$ cat config.mk
export PLATFORM = sky130hd
export DESIGN_NAME = frogger_lane_engine
export DESIGN_NICKNAME = d
export VERILOG_FILES = /design/src/rtl/frogger_lane_engine.sv
export SDC_FILE = /design/constraint.sdc
export NUM_CORES = 1
export LEC_CHECK = 0
export CORE_UTILIZATION = 40
export DETAILED_ROUTE_END_ITERATION = 12
export PLACE_DENSITY = 0.56
export SKIP_CTS_REPAIR_TIMING = 1
export SYNTH_ARGS = -nofsm -noshare
export SYNTH_HDL_FRONTEND = slang
export SYNTH_SLANG_ARGS = --single-unit
export TNS_END_PERCENT = 1
$ cat constraint.sdc
create_clock -name i_Clk -period 6.5 [get_ports i_Clk]
set_input_delay 1.3 -clock i_Clk [delete_from_list [all_inputs] [get_ports i_Clk]]
set_output_delay 1.3 -clock i_Clk [all_outputs]
set_load 0.03 [all_outputs]
$ cat src/rtl/frogger_lane_engine.sv
// -----------------------------------------------------------------------------
// frogger_lane_engine
//
// Multi-lane traffic engine for the Frogger game. Each lane owns a car that
// moves one pixel per step, either right (+X) or left (-X), and wraps around
// the visible width. Each lane has its own step divider. The lane period
// shrinks as the level rises, down to a floor, plus a fixed per-lane skew.
// A frog/car overlap in any lane raises a one-cycle hit pulse. The engine
// then freezes all traffic for a fixed number of cycles and resumes where it
// stopped.
//
// Ports
//   i_Clk        system clock
//   i_Reset      synchronous, active-high reset
//   i_Start      pulse, leaves IDLE and starts traffic
//   i_Level_Up   pulse, raises the level (RUN only, saturating)
//   i_Frog_X     frog left edge (pixels)
//   i_Frog_Y     frog top edge (pixels)
//   i_Lane_Y     lane k Y coordinate at bits [10k+9:10k]
//   i_Dir_Mask   bit k: 0 = lane k moves right, 1 = lane k moves left
//   o_Car_X      lane k car left edge at bits [10k+9:10k]
//   o_Hit        one-cycle collision pulse
//   o_Level      current level
//   o_State      0 = IDLE, 1 = RUN, 2 = FREEZE
//   o_Frozen     high while in FREEZE
// -----------------------------------------------------------------------------
module frogger_lane_engine #(
  parameter int NB_LANES       = 4,
  parameter int TILE_SIZE      = 32,
  parameter int H_VISIBLE_AREA = 640,
  parameter int BASE_PERIOD    = 250000,
  parameter int PERIOD_STEP    = 25000,
  parameter int MIN_PERIOD     = 50000,
  parameter int LANE_SKEW      = 10000,
  parameter int MAX_LEVEL      = 7,
  parameter int FREEZE_CYCLES  = 25000000
) (
  input  logic                     i_Clk,
  input  logic                     i_Reset,
  input  logic                     i_Start,
  input  logic                     i_Level_Up,
  input  logic [9:0]               i_Frog_X,
  input  logic [9:0]               i_Frog_Y,
  input  logic [NB_LANES*10-1:0]   i_Lane_Y,
  input  logic [NB_LANES-1:0]      i_Dir_Mask,
  output logic [NB_LANES*10-1:0]   o_Car_X,
  output logic                     o_Hit,
  output logic [2:0]               o_Level,
  output logic [1:0]               o_State,
  output logic                     o_Frozen
);

  // FSM encoding matches the o_State output encoding.
  localparam logic [1:0] ST_IDLE   = 2'd0;
  localparam logic [1:0] ST_RUN    = 2'd1;
  localparam logic [1:0] ST_FREEZE = 2'd2;

  localparam logic [9:0]  X_MAX_C       = 10'(H_VISIBLE_AREA - 1);
  localparam logic [9:0]  X_LEFT_BASE_C = 10'(H_VISIBLE_AREA - TILE_SIZE);
  localparam logic [2:0]  LEVEL_MAX_C   = 3'(MAX_LEVEL);
  localparam logic [31:0] FREEZE_LAST_C = 32'(FREEZE_CYCLES - 1);
  localparam logic [10:0] TILE_C        = 11'(TILE_SIZE);

  // ---------------------------------------------------------------------------
  // Helper functions
  // ---------------------------------------------------------------------------

  // Step period of one lane at a given level. The level-dependent part is
  // floored at MIN_PERIOD before the lane skew is added, so that higher lanes
  // stay slower than lane 0 even at the floor. The floor test is rearranged
  // into addition so that it cannot underflow when the reduction exceeds
  // BASE_PERIOD.
  function automatic logic [31:0] lane_period(input logic [2:0] lvl, input int lane);
    logic [31:0] red_v;
    logic [31:0] core_v;
    red_v = 32'(lvl) * 32'(PERIOD_STEP);
    if ((red_v + 32'(MIN_PERIOD)) >= 32'(BASE_PERIOD)) begin
      core_v = 32'(MIN_PERIOD);
    end else begin
      core_v = 32'(BASE_PERIOD) - red_v;
    end
    return core_v + (32'(lane) * 32'(LANE_SKEW));
  endfunction

  // One-pixel move with wrap-around at both edges of the visible area.
  function automatic logic [9:0] step_x(input logic [9:0] x, input logic dir_left);
    logic [9:0] nx;
    if (dir_left) begin
      if (x == 10'd0) begin
        nx = X_MAX_C;
      end else begin
        nx = x - 10'd1;
      end
    end else begin
      if (x == X_MAX_C) begin
        nx = 10'd0;
      end else begin
        nx = x + 10'd1;
      end
    end
    return nx;
  endfunction

  // Frog/car overlap for one lane. The distance is the unsigned absolute
  // difference, computed in 11 bits. Overlap across the wrap seam is
  // deliberately not detected.
  function automatic logic lane_overlap(input logic [9:0] fx, input logic [9:0] fy,
                                        input logic [9:0] cx, input logic [9:0] ly);
    logic [10:0] d;
    if (fx >= cx) begin
      d = {1'b0, fx} - {1'b0, cx};
    end else begin
      d = {1'b0, cx} - {1'b0, fx};
    end
    return (fy == ly) && (d < TILE_C);
  endfunction

  // ---------------------------------------------------------------------------
  // State
  // ---------------------------------------------------------------------------
  logic [1:0]                    state_r,      state_s;
  logic [2:0]                    level_r,      level_s;
  logic                          hit_r,        hit_s;
  logic                          frozen_r,     frozen_s;
  logic [31:0]                   freeze_cnt_r, freeze_cnt_s;
  logic [NB_LANES-1:0][9:0]      car_x_r,      car_x_s;
  logic [NB_LANES-1:0][31:0]     div_r,        div_s;

  logic [NB_LANES-1:0][9:0]      base_x_s;
  logic [NB_LANES-1:0][31:0]     period_s;
  logic                          coll_s;

  // Per-lane base positions, current periods and the OR-ed collision flag.
  always_comb begin
    coll_s = 1'b0;
    for (int k = 0; k < NB_LANES; k++) begin
      base_x_s[k] = i_Dir_Mask[k] ? X_LEFT_BASE_C : 10'd0;
      period_s[k] = lane_period(level_r, k);
      coll_s      = coll_s | lane_overlap(i_Frog_X, i_Frog_Y, car_x_r[k], i_Lane_Y[10*k +: 10]);
    end
  end

  // Next-state logic: FSM, level, freeze counter, lane dividers and car X.
  always_comb begin
    state_s      = state_r;
    level_s      = level_r;
    hit_s        = 1'b0;
    freeze_cnt_s = freeze_cnt_r;
    car_x_s      = car_x_r;
    div_s        = div_r;

    case (state_r)
      ST_IDLE: begin
        // Cars sit at base positions that follow the direction mask live.
        car_x_s      = base_x_s;
        div_s        = {NB_LANES{32'd0}};
        freeze_cnt_s = 32'd0;
        if (i_Start) begin
          state_s = ST_RUN;
        end else begin
          state_s = ST_IDLE;
        end
      end

      ST_RUN: begin
        if (coll_s) begin
          // A hit freezes traffic on this same edge: no step, and any
          // coincident level-up is dropped.
          state_s      = ST_FREEZE;
          hit_s        = 1'b1;
          freeze_cnt_s = 32'd0;
        end else if (i_Level_Up && (level_r < LEVEL_MAX_C)) begin
          // Restart every divider so that the new period is measured from
          // zero. A step that would have fallen on this edge is absorbed.
          level_s = level_r + 3'd1;
          div_s   = {NB_LANES{32'd0}};
        end else begin
          for (int k = 0; k < NB_LANES; k++) begin
            if (div_r[k] == (period_s[k] - 32'd1)) begin
              div_s[k]   = 32'd0;
              car_x_s[k] = step_x(car_x_r[k], i_Dir_Mask[k]);
            end else begin
              div_s[k]   = div_r[k] + 32'd1;
              car_x_s[k] = car_x_r[k];
            end
          end
        end
      end

      ST_FREEZE: begin
        // Cars and dividers hold their values; collisions are not evaluated.
        if (freeze_cnt_r == FREEZE_LAST_C) begin
          state_s      = ST_RUN;
          freeze_cnt_s = 32'd0;
        end else begin
          state_s      = ST_FREEZE;
          freeze_cnt_s = freeze_cnt_r + 32'd1;
        end
      end

      default: begin
        state_s      = ST_IDLE;
        car_x_s      = base_x_s;
        div_s        = {NB_LANES{32'd0}};
        freeze_cnt_s = 32'd0;
      end
    endcase

    frozen_s = (state_s == ST_FREEZE);
  end

  // State registers with synchronous reset back to IDLE at base positions.
  always_ff @(posedge i_Clk) begin
    if (i_Reset) begin
      state_r      <= ST_IDLE;
      level_r      <= 3'd0;
      hit_r        <= 1'b0;
      frozen_r     <= 1'b0;
      freeze_cnt_r <= 32'd0;
      car_x_r      <= base_x_s;
      div_r        <= {NB_LANES{32'd0}};
    end else begin
      state_r      <= state_s;
      level_r      <= level_s;
      hit_r        <= hit_s;
      frozen_r     <= frozen_s;
      freeze_cnt_r <= freeze_cnt_s;
      car_x_r      <= car_x_s;
      div_r        <= div_s;
    end
  end

  assign o_Car_X  = car_x_r;
  assign o_Hit    = hit_r;
  assign o_Level  = level_r;
  assign o_State  = state_r;
  assign o_Frozen = frozen_r;

endmodule

==> results of run 1 <==
==> layer usage <==
layer	track usage [%]	vias up	part of all wire, %
li1	-	8926	-
met1	31.49	8659	44
met2	41.24	589	47
met3	2.891	134	5.1
met4	9.601	0	3.8
met5	0	-	0
==> state kept, by name, indices dropped and copies added (netlist names) <==
signal        cells
div_r           128
o_Car_X          40
freeze_cnt_r     32
o_Level           3
o_State           2
o_Frozen          1
o_Hit             1
==> synth_stat cells, types with 20 or more instances <==
library cell and n:
nand2_1 228, nor2_1 223, dfxtp_1 167, xnor2_1 145
nand3_1 118, a21oi_1 115, ha_1 110, o21ai_0 109
nor3_1 92, clkbuf_1 91, inv_1 87, xor2_1 69
and3_1 49, nor4_1 47, nand4_1 44, edfxtp_1 40
o21ai_1 39, a21o_1 31, a31oi_1 31, buf_2 29
a22o_1 28, nand2b_1 28, or3_1 26, a211oi_1 22
and2_1 22, nor2b_1 21, a221o_1 20, o22ai_1 20
==> per-stage QoR <==
stage,power [mW],cells,cell area [um^2]
6_report,4.344,3092,21240
5_1_grt,4.555,3092,21240
4_1_cts,4.373,3092,21240
3_5_place_dp,2.736,3042,20270
3_3_place_gp,2.741,3042,20270
2_1_floorplan,2.328,2393,18350
==> cells by family after synthesis <==
family / synth area share (%)
AOI/OAI and AO/OA: 22.80
and+or+nand+nor: 27.37
adders and majority gates: 7.612
DFF: 24.77
xor gates and xnor gates: 10.84
muxes: 1.480
buffers and inverters: 5.129
==> how the worst max path moves through the flow <==
stage / from / endpoint / slack (ns) / depth (start not counted)
final: o_Level[0] / div_r[50] / 0.45 / 22
after global routing: o_Level[2] / div_r[44] / 0.03 / 23
after CTS: o_Level[0] / div_r[77] / 0.53 / 22
after detailed placement: i_Frog_X[8] / div_r[36] / 0.20 / 16
after global placement: i_Frog_X[5] / div_r[96] / 0.12 / 15
after floorplan: o_Level[1] / o_Car_X[30] / 0.02 / 28
==> power groups by stage <==
stage | clock, mW | sequential, mW | combinational (mW)
finish | 1.61 | 1.45 | 1.28
floorplan | 0 | 1.50 | 0.825
CTS | 1.66 | 1.45 | 1.27
global placement | 0 | 1.48 | 1.26
global route | 1.70 | 1.46 | 1.39
detailed placement | 0 | 1.48 | 1.26
==> cells in the final DEF, fill, tap and decap left out, types with 28 or more instances in the layout <==
cell,instances
clkbuf_16,31
and3_1,49
inv_1,87
nor4_1,46
nand3_1,118
edfxtp_1,40
ha_1,110
nand2b_1,28
nor3_1,92
a22o_1,28
a21o_1,31
xnor2_1,144
buf_4,69
nor2_1,222
o21ai_0,109
nand2_1,228
a31oi_1,31
xor2_1,69
nand4_1,44
clkdlybuf4s50_1,114
a21oi_1,115
o21ai_1,39
dfxtp_1,167
==> worst max-delay path, cell delays in order (launching register included) <==
cell,delay (ns)
dfxtp_1,0.35
ha_1,0.23
inv_1,0.17
nor2_1,0.06
ha_1,0.24
xnor2_2,0.25
a211oi_1,0.11
or4_4,0.56
a221oi_4,0.38
o31ai_2,0.12
nand2_1,0.09
nand2_1,0.12
ha_1,0.29
buf_4,0.18
a41oi_1,0.27
nor3b_1,0.48
a21oi_1,0.12
o21ba_1,0.22
a2111oi_2,0.39
nand4_1,0.17
o21ai_2,0.73
nor2_1,0.12
a211o_1,0.29
==> final cells by class <==
| cell class | instances | area share, % |
|---|---|---|
| multi-input combinational | 1959 | 60.75 |
| clock inverter | 14 | 0.7187 |
| timing repair buffer | 187 | 8.189 |
| clock buffer | 36 | 3.835 |
| sequential | 207 | 21.40 |
| tap | 600 | 3.535 |
| inverter | 89 | 1.573 |
==> flow_metrics.py, run 1 <==
metrics = {
    "outcome": {
        "status": "completed",
    },
    "global_routing": {
        "grt_usage_pct": 24.39,
        "antenna_found_initial": 0,
        "grt_start_max_net_pins": 77,
        "gr-total-overflow": 0,
        "grt_pass1_wl_um": 93340,
        "grt_pass1_vias": 17150,
    },
    "route": {
        "antenna_left": 0,
        "route.detailed.drc": 0,
        "via_per_inst": 5.921,
        "drt_iter0_drc": 1482,
        "vias": 18310,
        "first_pass_iters": 9,
        "wl_per_cell_um": 18.89,
        "drt_wl_total_um": 58400,
    },
    "final_layout": {
        "register_area_mm2": 0.004544,
        "num_antenna_cells": 0,
        "area_delta_synth_final_pct": 15.78,
        "n_fill_cell": 4471,
        "post-route-util_pct": 46.90,
        "multi_input_area_mm2": 0.01290,
        "nets": 2650,
        "drive_above_1_share_pct": 7.343,
    },
    "hold_path": {
        "min-delay-start": "div_r[55]",
        "whs_endpoint": "div_r[55]",
        "hp-class": "reg -> reg",
        "min_path_cells": 2,
    },
    "sta": {
        "hold_viol_final": 0,
        "layout_min_cycle_time_ns": 6.047,
        "skew_ns": 0.008931,
        "slew_violations": 0,
        "slew_headroom_pct": 22.44,
        "setup_viol": 0,
        "hold_slack_ns": 0.4899,
        "setup_slack_ns": 0.4531,
        "setup_tns_ns": 0,
        "fmax_ghz": 0.1654,
        "worst_slew_pin_slew_ns": 1.163,
        "finalCritPeriodShare_pct": 93.03,
        "rsz0062_at_grt": "no",
    },
    "power_and_ir_drop": {
        "p_comb_share_pct": 29.5,
        "peakVddDrop_uv": 180.1,
        "intPower_mw": 2.847,
        "p_switching_mw": 1.497,
        "p_clk_share_pct": 37.1,
        "p_sw_share_pct": 34.45,
        "p_leak_nw": 8.056,
        "power-per-cell-area_mw_per_mm2": 204.5,
        "p_seq_share_pct": 33.4,
    },
    "logic_synthesis": {
        "synth_flop_cell": "dfxtp_1",
        "ys_seq_elements": 207,
        "yosys_warnings": 0,
        "seq_area_frac_synth_pct": 24.77,
        "synth_edf_count": 40,
        "ys_types": 107,
        "syn_inst": 2393,
        "syn_nets": 2572,
        "syn_avg_cell_area_um2": 7.666,
        "synthArstFlopShare_pct": 0,
        "yosysTopAreaCell": "dfxtp_1",
        "synth_area_leaders": "dfxtp_1 (18%), ha_1 (7.5%), xnor2_1 (6.9%)",
        "synth_top_area_share_pct": 18.22,
        "syn_area_mm2": 0.01835,
    },
    "worst_setup_path": {
        "r2r_cells": 22,
        "required_ns": 6.96,
        "path_class": "reg -> reg",
        "start_kind": "flip-flop",
        "regToRegEndpoint": "div_r[50]",
        "r2r_slack_ns": 0.45,
        "crit_fanout": 23,
        "timing.critical_path.to_type": "flip-flop",
        "r2r-start": "o_Level[0]",
        "arrival_ns": 6.51,
    },
    "floorplan": {
        "rows": 78,
        "core_region_area_mm2": 0.04528,
        "initial_core_util_pct": 40.51,
        "die_h_um": 216.2,
        "fp.dieArea_mm2": 0.04672,
        "ios": 115,
        "die_width_um": 216.2,
    },
    "clock_network": {
        "clock_sinks": 207,
        "numCtsBuffers": 27,
        "cts_root_buffer": "clkbuf_16",
        "cts-htree-levels": 1,
        "clk_latency_ns": 0.57,
        "clk_pin_slew_ns": 0.06,
        "cts_max_path_buffers": 3,
        "cts_tree": "yes",
    },
    "placement": {
        "dp_slack_ns": 0.2039,
        "place_congestion": 0.8930,
        "dp_hpwl_um": 42860,
        "port_buffers": 114,
    },
    "run": {
        "maxCapViolCount": 0,
    },
}
No activity file was read; power rests on OpenSTA's default activity.
==> inputs of run 2 (changes only) <==
--- a/config.mk
+++ b/config.mk
@@ -5,6 +5,7 @@
 export SDC_FILE = /design/constraint.sdc
 export NUM_CORES = 1
 export LEC_CHECK = 0
+export ABC_CLOCK_PERIOD_IN_PS = 6500
 export CORE_UTILIZATION = 40
 export DETAILED_ROUTE_END_ITERATION = 12
 export PLACE_DENSITY = 0.56
==> results of run 2 <==
Same layout as run 1: the final DEF is identical, and so are final timing and power.
